==> src/rtl/flash_adc_pkg.sv <==
// Shared types and sizes for the flash ADC conversion controller.
package flash_adc_pkg;

    localparam int N_COMP   = 8;   // comparators in the thermometer ladder
    localparam int CODE_W   = 3;   // width of the encoded comparator index
    localparam int SETTLE_W = 4;   // width of the settle-cycle count
    localparam int ERR_W    = 8;   // width of the saturating bubble-error counter

    localparam logic [ERR_W-1:0] ERR_MAX = '1;

    typedef enum logic [2:0] {
        IDLE    = 3'd0,
        SAMPLE  = 3'd1,
        SETTLE  = 3'd2,
        CAPTURE = 3'd3,
        DONE    = 3'd4
    } state_t;

endpackage

==> src/rtl/pe8_encode.sv <==
// Combinational priority encoder for an active-high thermometer word:
// reports the highest active index, whether any bit is active, and whether
// the active bits fail to form a contiguous run starting at bit 0.
module pe8_encode
    import flash_adc_pkg::*;
(
    input  logic [N_COMP-1:0] therm,
    output logic [CODE_W-1:0] code,
    output logic              gs,
    output logic              bubble
);

    // step_up[i] marks an active bit sitting directly above an inactive one;
    // any such step means the run does not start at bit 0 or has a hole.
    logic [N_COMP-1:0] step_up;

    assign step_up[0] = 1'b0;

    generate
        for (genvar gi = 1; gi < N_COMP; gi++) begin : g_step
            assign step_up[gi] = therm[gi] & ~therm[gi-1];
        end
    endgenerate

    // Highest-index priority: later (higher) active bits overwrite earlier ones.
    always_comb begin
        code = '0;
        for (int i = 0; i < N_COMP; i++) begin
            if (therm[i]) begin
                code = CODE_W'(i);
            end
        end
    end

    assign gs     = |therm;
    assign bubble = |step_up;

endmodule

==> src/rtl/flash_adc_conv_ctrl.sv <==
// Conversion sequencer for a flash ADC: strobes the track-and-hold, waits a
// programmable settle time, captures and encodes the comparator ladder, and
// holds the result with a valid/ready handshake. Counts bubble errors.
module flash_adc_conv_ctrl
    import flash_adc_pkg::*;
(
    input  logic                clk,
    input  logic                rst,
    input  logic                start,
    input  logic [SETTLE_W-1:0] settle_cyc,
    input  logic [N_COMP-1:0]   comp_low,
    output logic                sample_en,
    output logic                busy,
    output logic                valid,
    input  logic                ready,
    output logic [CODE_W-1:0]   code,
    output logic                gs,
    output logic                bubble_err,
    output logic [ERR_W-1:0]    err_cnt
);

    state_t              state_reg;
    state_t              state_next;
    logic                accept_start;

    logic [SETTLE_W-1:0] settle_lat_reg;
    logic [SETTLE_W-1:0] settle_cnt_reg;

    logic                sample_en_reg;
    logic                busy_reg;
    logic                valid_reg;
    logic [CODE_W-1:0]   code_reg;
    logic                gs_reg;
    logic                bubble_reg;
    logic [ERR_W-1:0]    err_cnt_reg;

    logic [CODE_W-1:0]   enc_code;
    logic                enc_gs;
    logic                enc_bubble;

    // The comparators are active-low; the encoder works on active-high bits.
    pe8_encode u_encode (
        .therm  (~comp_low),
        .code   (enc_code),
        .gs     (enc_gs),
        .bubble (enc_bubble)
    );

    // Next-state logic; start is only honoured from IDLE or on a DONE handoff.
    always_comb begin
        state_next   = state_reg;
        accept_start = 1'b0;
        unique case (state_reg)
            IDLE: begin
                if (start) begin
                    state_next   = SAMPLE;
                    accept_start = 1'b1;
                end
            end
            SAMPLE: begin
                state_next = (settle_lat_reg == '0) ? CAPTURE : SETTLE;
            end
            SETTLE: begin
                if (settle_cnt_reg == '0) begin
                    state_next = CAPTURE;
                end
            end
            CAPTURE: begin
                state_next = DONE;
            end
            DONE: begin
                if (ready) begin
                    if (start) begin
                        state_next   = SAMPLE;
                        accept_start = 1'b1;
                    end else begin
                        state_next = IDLE;
                    end
                end
            end
            default: begin
                state_next = IDLE;
            end
        endcase
    end

    // State register plus status outputs registered from the next state, so
    // they line up with the state they describe without a decode after the flop.
    always_ff @(posedge clk) begin
        if (rst) begin
            state_reg     <= IDLE;
            sample_en_reg <= 1'b0;
            busy_reg      <= 1'b0;
            valid_reg     <= 1'b0;
        end else begin
            state_reg     <= state_next;
            sample_en_reg <= (state_next == SAMPLE);
            busy_reg      <= (state_next != IDLE);
            valid_reg     <= (state_next == DONE);
        end
    end

    // Settle value is frozen at start; the counter is loaded with N-1 on the
    // way into SETTLE so the state lasts exactly N cycles.
    always_ff @(posedge clk) begin
        if (rst) begin
            settle_lat_reg <= '0;
            settle_cnt_reg <= '0;
        end else begin
            if (accept_start) begin
                settle_lat_reg <= settle_cyc;
            end
            if (state_reg == SAMPLE) begin
                settle_cnt_reg <= (settle_lat_reg == '0) ? '0 : settle_lat_reg - 1'b1;
            end else if (state_reg == SETTLE && settle_cnt_reg != '0) begin
                settle_cnt_reg <= settle_cnt_reg - 1'b1;
            end
        end
    end

    // Result registers load only at the closing edge of CAPTURE, so the
    // comparator inputs are ignored at every other time.
    always_ff @(posedge clk) begin
        if (rst) begin
            code_reg    <= '0;
            gs_reg      <= 1'b0;
            bubble_reg  <= 1'b0;
            err_cnt_reg <= '0;
        end else if (state_reg == CAPTURE) begin
            code_reg   <= enc_code;
            gs_reg     <= enc_gs;
            bubble_reg <= enc_bubble;
            if (enc_bubble && err_cnt_reg != ERR_MAX) begin
                err_cnt_reg <= err_cnt_reg + 1'b1;
            end
        end
    end

    assign sample_en  = sample_en_reg;
    assign busy       = busy_reg;
    assign valid      = valid_reg;
    assign code       = code_reg;
    assign gs         = gs_reg;
    assign bubble_err = bubble_reg;
    assign err_cnt    = err_cnt_reg;

endmodule

==> config.mk <==
export PLATFORM = sky130hd
export DESIGN_NAME = flash_adc_conv_ctrl
export DESIGN_NICKNAME = d
export VERILOG_FILES = /design/src/rtl/flash_adc_pkg.sv /design/src/rtl/pe8_encode.sv /design/src/rtl/flash_adc_conv_ctrl.sv
export SDC_FILE = /design/constraint.sdc
export NUM_CORES = 1
export LEC_CHECK = 0
export ABC_AREA = 1
export CORE_ASPECT_RATIO = 1.1
export CORE_MARGIN = 2
export CORE_UTILIZATION = 45
export DETAILED_ROUTE_END_ITERATION = 8
export PLACE_DENSITY_LB_ADDON = 0.1
export SYNTH_ARGS = -nofsm -noshare
export SYNTH_HDL_FRONTEND = slang
export SYNTH_SLANG_ARGS = --single-unit
==> constraint.sdc <==
create_clock -name clk -period 1.2 [get_ports clk]
set_input_delay 0.36 -clock clk [delete_from_list [all_inputs] [get_ports clk]]
set_output_delay 0.36 -clock clk [all_outputs]
set_load 0.03 [all_outputs]
-- Word-level counts from Yosys, hierarchy flattened
Index checks and enable logic that the tools add are counted.
- register bits: 27
- input bits: 16
- output and inout bits: 16
- logic and storage cells: 65
- $add $sub $neg: 3
- eq/ne operators: 7
- multiplexer cells: 19
- bitwise gates (word level): 15
- reduce and logical (&&, ||, !) cells: 11
- operators with widths (operator ; number):
    2-to-1 mux 3 bit ; 7
    one-hot mux 3 bit (5 select lines) ; 1
    2-to-1 mux 4 bit ; 3
    adder 8 x 1 -> 8 bit, second input constant ; 1
    logical NOT 4 bit ; 2
    inequality test 8 bit, second input constant ; 1
    inverter 8 bit ; 1
    OR reduction 8 bit ; 1
    subtractor 4 x 1 -> 4 bit, second input constant ; 2
    bitwise AND 1 bit ; 7
    inverter 1 bit ; 7
    OR reduction 7 bit ; 1
    equality test 3 x 1 -> 1 bit, second input constant ; 2
    equality test 3 x 2 -> 1 bit, second input constant ; 2
    equality test 3 bit, second input constant ; 2
    2-to-1 mux 1 bit ; 5
    2-to-1 mux 2 bit ; 2
    nonzero test 4 bit ; 1
    logical NOT 3 bit ; 1
    nonzero test 3 bit ; 1
    logical AND 1 bit ; 2
    one-hot mux 1 bit (2 select lines) ; 1
    AND reduction 2 bit ; 1
    nonzero test 2 bit ; 1

-- Logic depth before layout (Yosys ltp)
- depth after elaboration: 8
- mapped depth: 9
- gate-level depth less buffers: 9

-- By module
From an unflattened synthesis, not the netlist that was laid out.
- cells, all modules: 224
- area total of the unflattened synthesis: 1457.6 µm²
- by module, submodules not included (module ; times used ; cells an instance ; area each (µm²) ; sequential area each (µm²)):
    flash_adc_conv_ctrl ; 1 ; 197 ; 1345.0 ; 540.5
    pe8_encode ; 1 ; 27 ; 112.6 ; 0.0

-- Least setup slack after synthesis
OpenSTA, ideal clock, no wires.
- kind: register -> register
- from: register err_cnt_reg[0], in the netlist err_cnt[0]
- to: register err_cnt_reg[7], in the netlist err_cnt[7]
- library setup time: 0.131 ns
- data arrival time: 1.432 ns
- required time: 1.069 ns
- path slack: -0.362 ns
- cell stages (with the launch flop): 7
- path buffers: 0
- period minus slack after synthesis: 1.562 ns
- path through: dfxtp_1 -> ha_1 -> nand2_2 -> nor3_4 -> nand3_1 -> nand3_1 -> a21oi_2
- cells in the longest elaborated chain, start to end: 3
- elaborated cells on any way between the ends: 4
- those cells by class: add/sub (1); eq/ne (1); reduce/logical (2)
- RTL lines (what ; RTL line ; RTL):
    from (decl) ; flash_adc_conv_ctrl.sv:35 ; logic [ERR_W-1:0] err_cnt_reg;
    from (signal assigned) ; flash_adc_conv_ctrl.sv:134 ; err_cnt_reg <= err_cnt_reg + 1'b1;
    branches (longest 3 deep; another with adder 8 x 1 -> 8 bit) ; - ;
Parallel ways; which one is timed is not known.
A chain may end at the register's enable or synchronous reset.

-- Worst setup path in the final report
- from: register err_cnt_reg[0], in the netlist err_cnt[0]
- to: output err_cnt[0]
- RTL lines (what ; RTL line ; RTL):
    to (decl) ; flash_adc_conv_ctrl.sv:19 ; output logic [ERR_W-1:0] err_cnt
No word-level cell between the ends.

==> results by group <==
Placed design
  • Dpl cell area: 1950 µm²
  • Port-buffer cells: 31
  • Post-Place Worst Slack: -0.530 ns
  • Final Wtd Congestion: 0.791
  • Placed instance count: 298
  • DP HPWL: 2510 µm

Synth
  • Synth cell types: 28
  • Synth Instances: about 210
  • Synth top area share: 37.2%
  • Avg Synthesized Cell Area: between 6 and 7 µm²
  • Most used DFF post-synth: dfxtp_1
  • Top cells by area, synth: dfxtp_1 37%, nand2_1 13%, a21oi_1 7.2%
  • Ys Warns: 0
  • Syn nets: 232
  • Post-synth top area cell: dfxtp_1
  • Count leader, synth: nand2_1
  • Seq/Total Area, Yosys: 37.2%
  • Leading cell types by count after synthesis: 49 x nand2_1, 27 x dfxtp_1, 27 x inv_1, 23 x nor2_1
  • Async set or reset register ratio after synthesis: 0%
  • EDFF count, synth: 0
  • Synth Cell Area: around 1500 µm²
  • Synth Register Bits: 27

Routing
  • Post-route ant nets: 0
  • Wirelength per Cell: 12.3 µm
  • Final WL: slightly below 4000 µm
  • DRT iter0 DRCs: 64
  • First-pass DRT Iterations: 5
  • Vias/cell: 5.09
  • Via count: 1,623
  • Remaining routing DRC violations: 0

Outcome
  • Failing checks: setup timing
  • Outcome: finished, violations left

Die
  • Initial Util: 47.3%
  • Die X-Extent: around 58 µm
  • I/O pins: 32
  • Core area: 3070 µm²
  • Die area: 3700 µm²
  • Die Y: 63.6 µm
  • Num rows: 21

Cells and area
  • Layout Utilization: between 70% and 80%
  • Post-route cell area: 2330 µm²
  • Filler instances: 235
  • Area growth syn-to-layout: 60.5%
  • Ant diodes: 0
  • Nets: 304
  • Max reg flops: 8
  • Layout Cells excl Fill: 319
  • Share of cells above drive strength 1: 43.9%
  • Area occupied by multi-input gates: 923 µm²
  • FF/Latch Area: 583 µm²

Hold path
  • Worst Hold End: gs$_SDFFE_PP0N_
  • Hold/Removal Path Class: in -> reg
  • Worst hold path stage count: 2
  • HP Start: comp_low[0]

STA
  • Slew Viols, Final: 0
  • Period minus WS final: 1.32 ns
  • Hold Vio Cnt, Final: 0
  • Least-Margin Pin Slew: 0.302 ns
  • Worst hold margin: 0.400 ns
  • Ratio of final minimum period to clock period: 110%
  • RSZ-0062 raised after global routing: true
  • Final setup TNS: -0.863 ns
  • Max Fclk: 756 MHz
  • Final WS setup: -0.122 ns
  • Slew headroom: 79.7%
  • Setup-failing EPs final: 15
  • Clk_skew: 0.00373 ns

Setup path
  • Critical Path End Type: primary output
  • Flop2flop setup slack: -0.09 ns
  • CP arrival: around 0.96 ns
  • WS Path Type: reg -> out
  • Worst setup SP type: flop
  • Largest fanout on the critical path: 3
  • Reg2Reg Launch Point: err_cnt[1]$_SDFFE_PP0P_
  • R2r endpoint: err_cnt[7]$_SDFFE_PP0P_
  • CP Data Required Time: 0.84 ns
  • Worst-case reg-to-reg path depth: 6

Power and ir drop
  • Power Total: between 3 and 4 mW
  • PD cells: 1330 nW/µm²
  • Leak: 1.10 nW
  • Max VDD drop: 1.50 mV

Job
  • Maxcap violations: 0

Global routing
  • GRT Total Usage: ~20%
  • Vias in the first global route: about 1,500
  • Antenna violations before repair: 0
  • Grt total ovfl: 0
  • Largest net degree at the start of global routing: 16
  • First-pass GRT wire length: 5980 µm

Clock network
  • CTS tree: built
  • H-tree depth: 1
  • Cts hold-fix bufs: 0
  • Num CTS Buffers: 3
  • Clock Latency Late Sink: 0.33 ns
  • Clock Pin Slew Worst Setup and Hold Paths: 0.15 ns
  • TritonCTS Sinks: 27
  • Clk buf depth: 2
  • CTS root buffer: clkbuf_4
[timing repair]
| action | CTS | global route |
|---|---|---|
| endpoints found under the setup margin | 28 | 39 |
| endpoints found under the hold margin | 0 | 0 |
| gates cloned | 0 | 1 |
| resized for setup | 38 | 54 |
| pin swaps | 9 | 17 |
| buffers inserted | 11 | 7 |
[per-layer routing]
layer  GRT usage (%)  up-vias  wire [µm]
met5               0        -          0
met4            5.52        0         47
met3            2.46        6         95
met2            36.4       27       2060
met1            25.0      750       1710
li1                -      840          -
[placed cells by master (no fill, tap or decap), types with 5 or more instances in the layout]
cell type / n
a21oi_1: 17
a21oi_2: 5
buf_4: 30
buf_6: 23
clkdlybuf4s50_1: 6
dfxtp_1: 7
dfxtp_2: 13
dfxtp_4: 7
dlygate4sd2_1: 8
inv_1: 23
inv_2: 7
nand2_1: 42
nand2_2: 10
nand3_1: 5
nor2_1: 20
o21ai_0: 13
o21ai_1: 7
[area by class of cell]
type / count / share of cell area (%)
Inverter: 31 / 5.15
Tap cell: 34 / 1.83
Timing Repair Buffer: 68 / 26.9
Clock inverter: 1 / 0.215
Clock buffer: 3 / 0.966
Sequential cell: 27 / 25.0
Timing Repair inverter: 1 / 0.322
Multi-Input combinational cell: 154 / 39.6
[logic make-up (layout without fill, tap and decap cells)]
| kind of cell | count (synthesis) | after routing | share of synthesized area, % |
|---|---|---|---|
| simple gates | 102 | 102 | 33.7 |
| compound gates | 48 | 48 | 17.7 |
| buf+inv | 33 | 104 | 8.53 |
| flops | 27 | 27 | 37.2 |
| fa+ha+maj | 2 | 2 | 1.72 |
| xor+xnor | 2 | 2 | 1.21 |
[worst max-delay path by stage]
stage | from | cells after the start | slack [ns] | end
after global routing | err_cnt[0]$_SDFFE_PP0P_ | 2 | -0.16 | err_cnt[0]
final | err_cnt[0]$_SDFFE_PP0P_ | 2 | -0.12 | err_cnt[0]
after global placement | comp_low[3] | 9 | -0.53 | err_cnt[0]$_SDFFE_PP0P_
after floorplan | err_cnt[4]$_SDFFE_PP0P_ | 5 | 0.009 | err_cnt[7]$_SDFFE_PP0P_
after CTS | err_cnt[0]$_SDFFE_PP0P_ | 2 | -0.14 | err_cnt[0]
after detailed placement | comp_low[2] | 9 | -0.53 | err_cnt[6]$_SDFFE_PP0P_
[report_power, final]
part / internal (mW) / switching (mW) / leakage (nW)
registers: 1.07 / 0.143 / 0.232
logic: 0.701 / 0.782 / 0.851
clock network: 0.125 / 0.276 / 0.0177
total: 1.89 / 1.20 / 1.10
[critical path: stages, from the launching register on]
cell	delay, ns
dfxtp_4	0.39
buf_6	0.12
buf_6	0.13
Note: power is estimated with default switching activity, not from simulation.
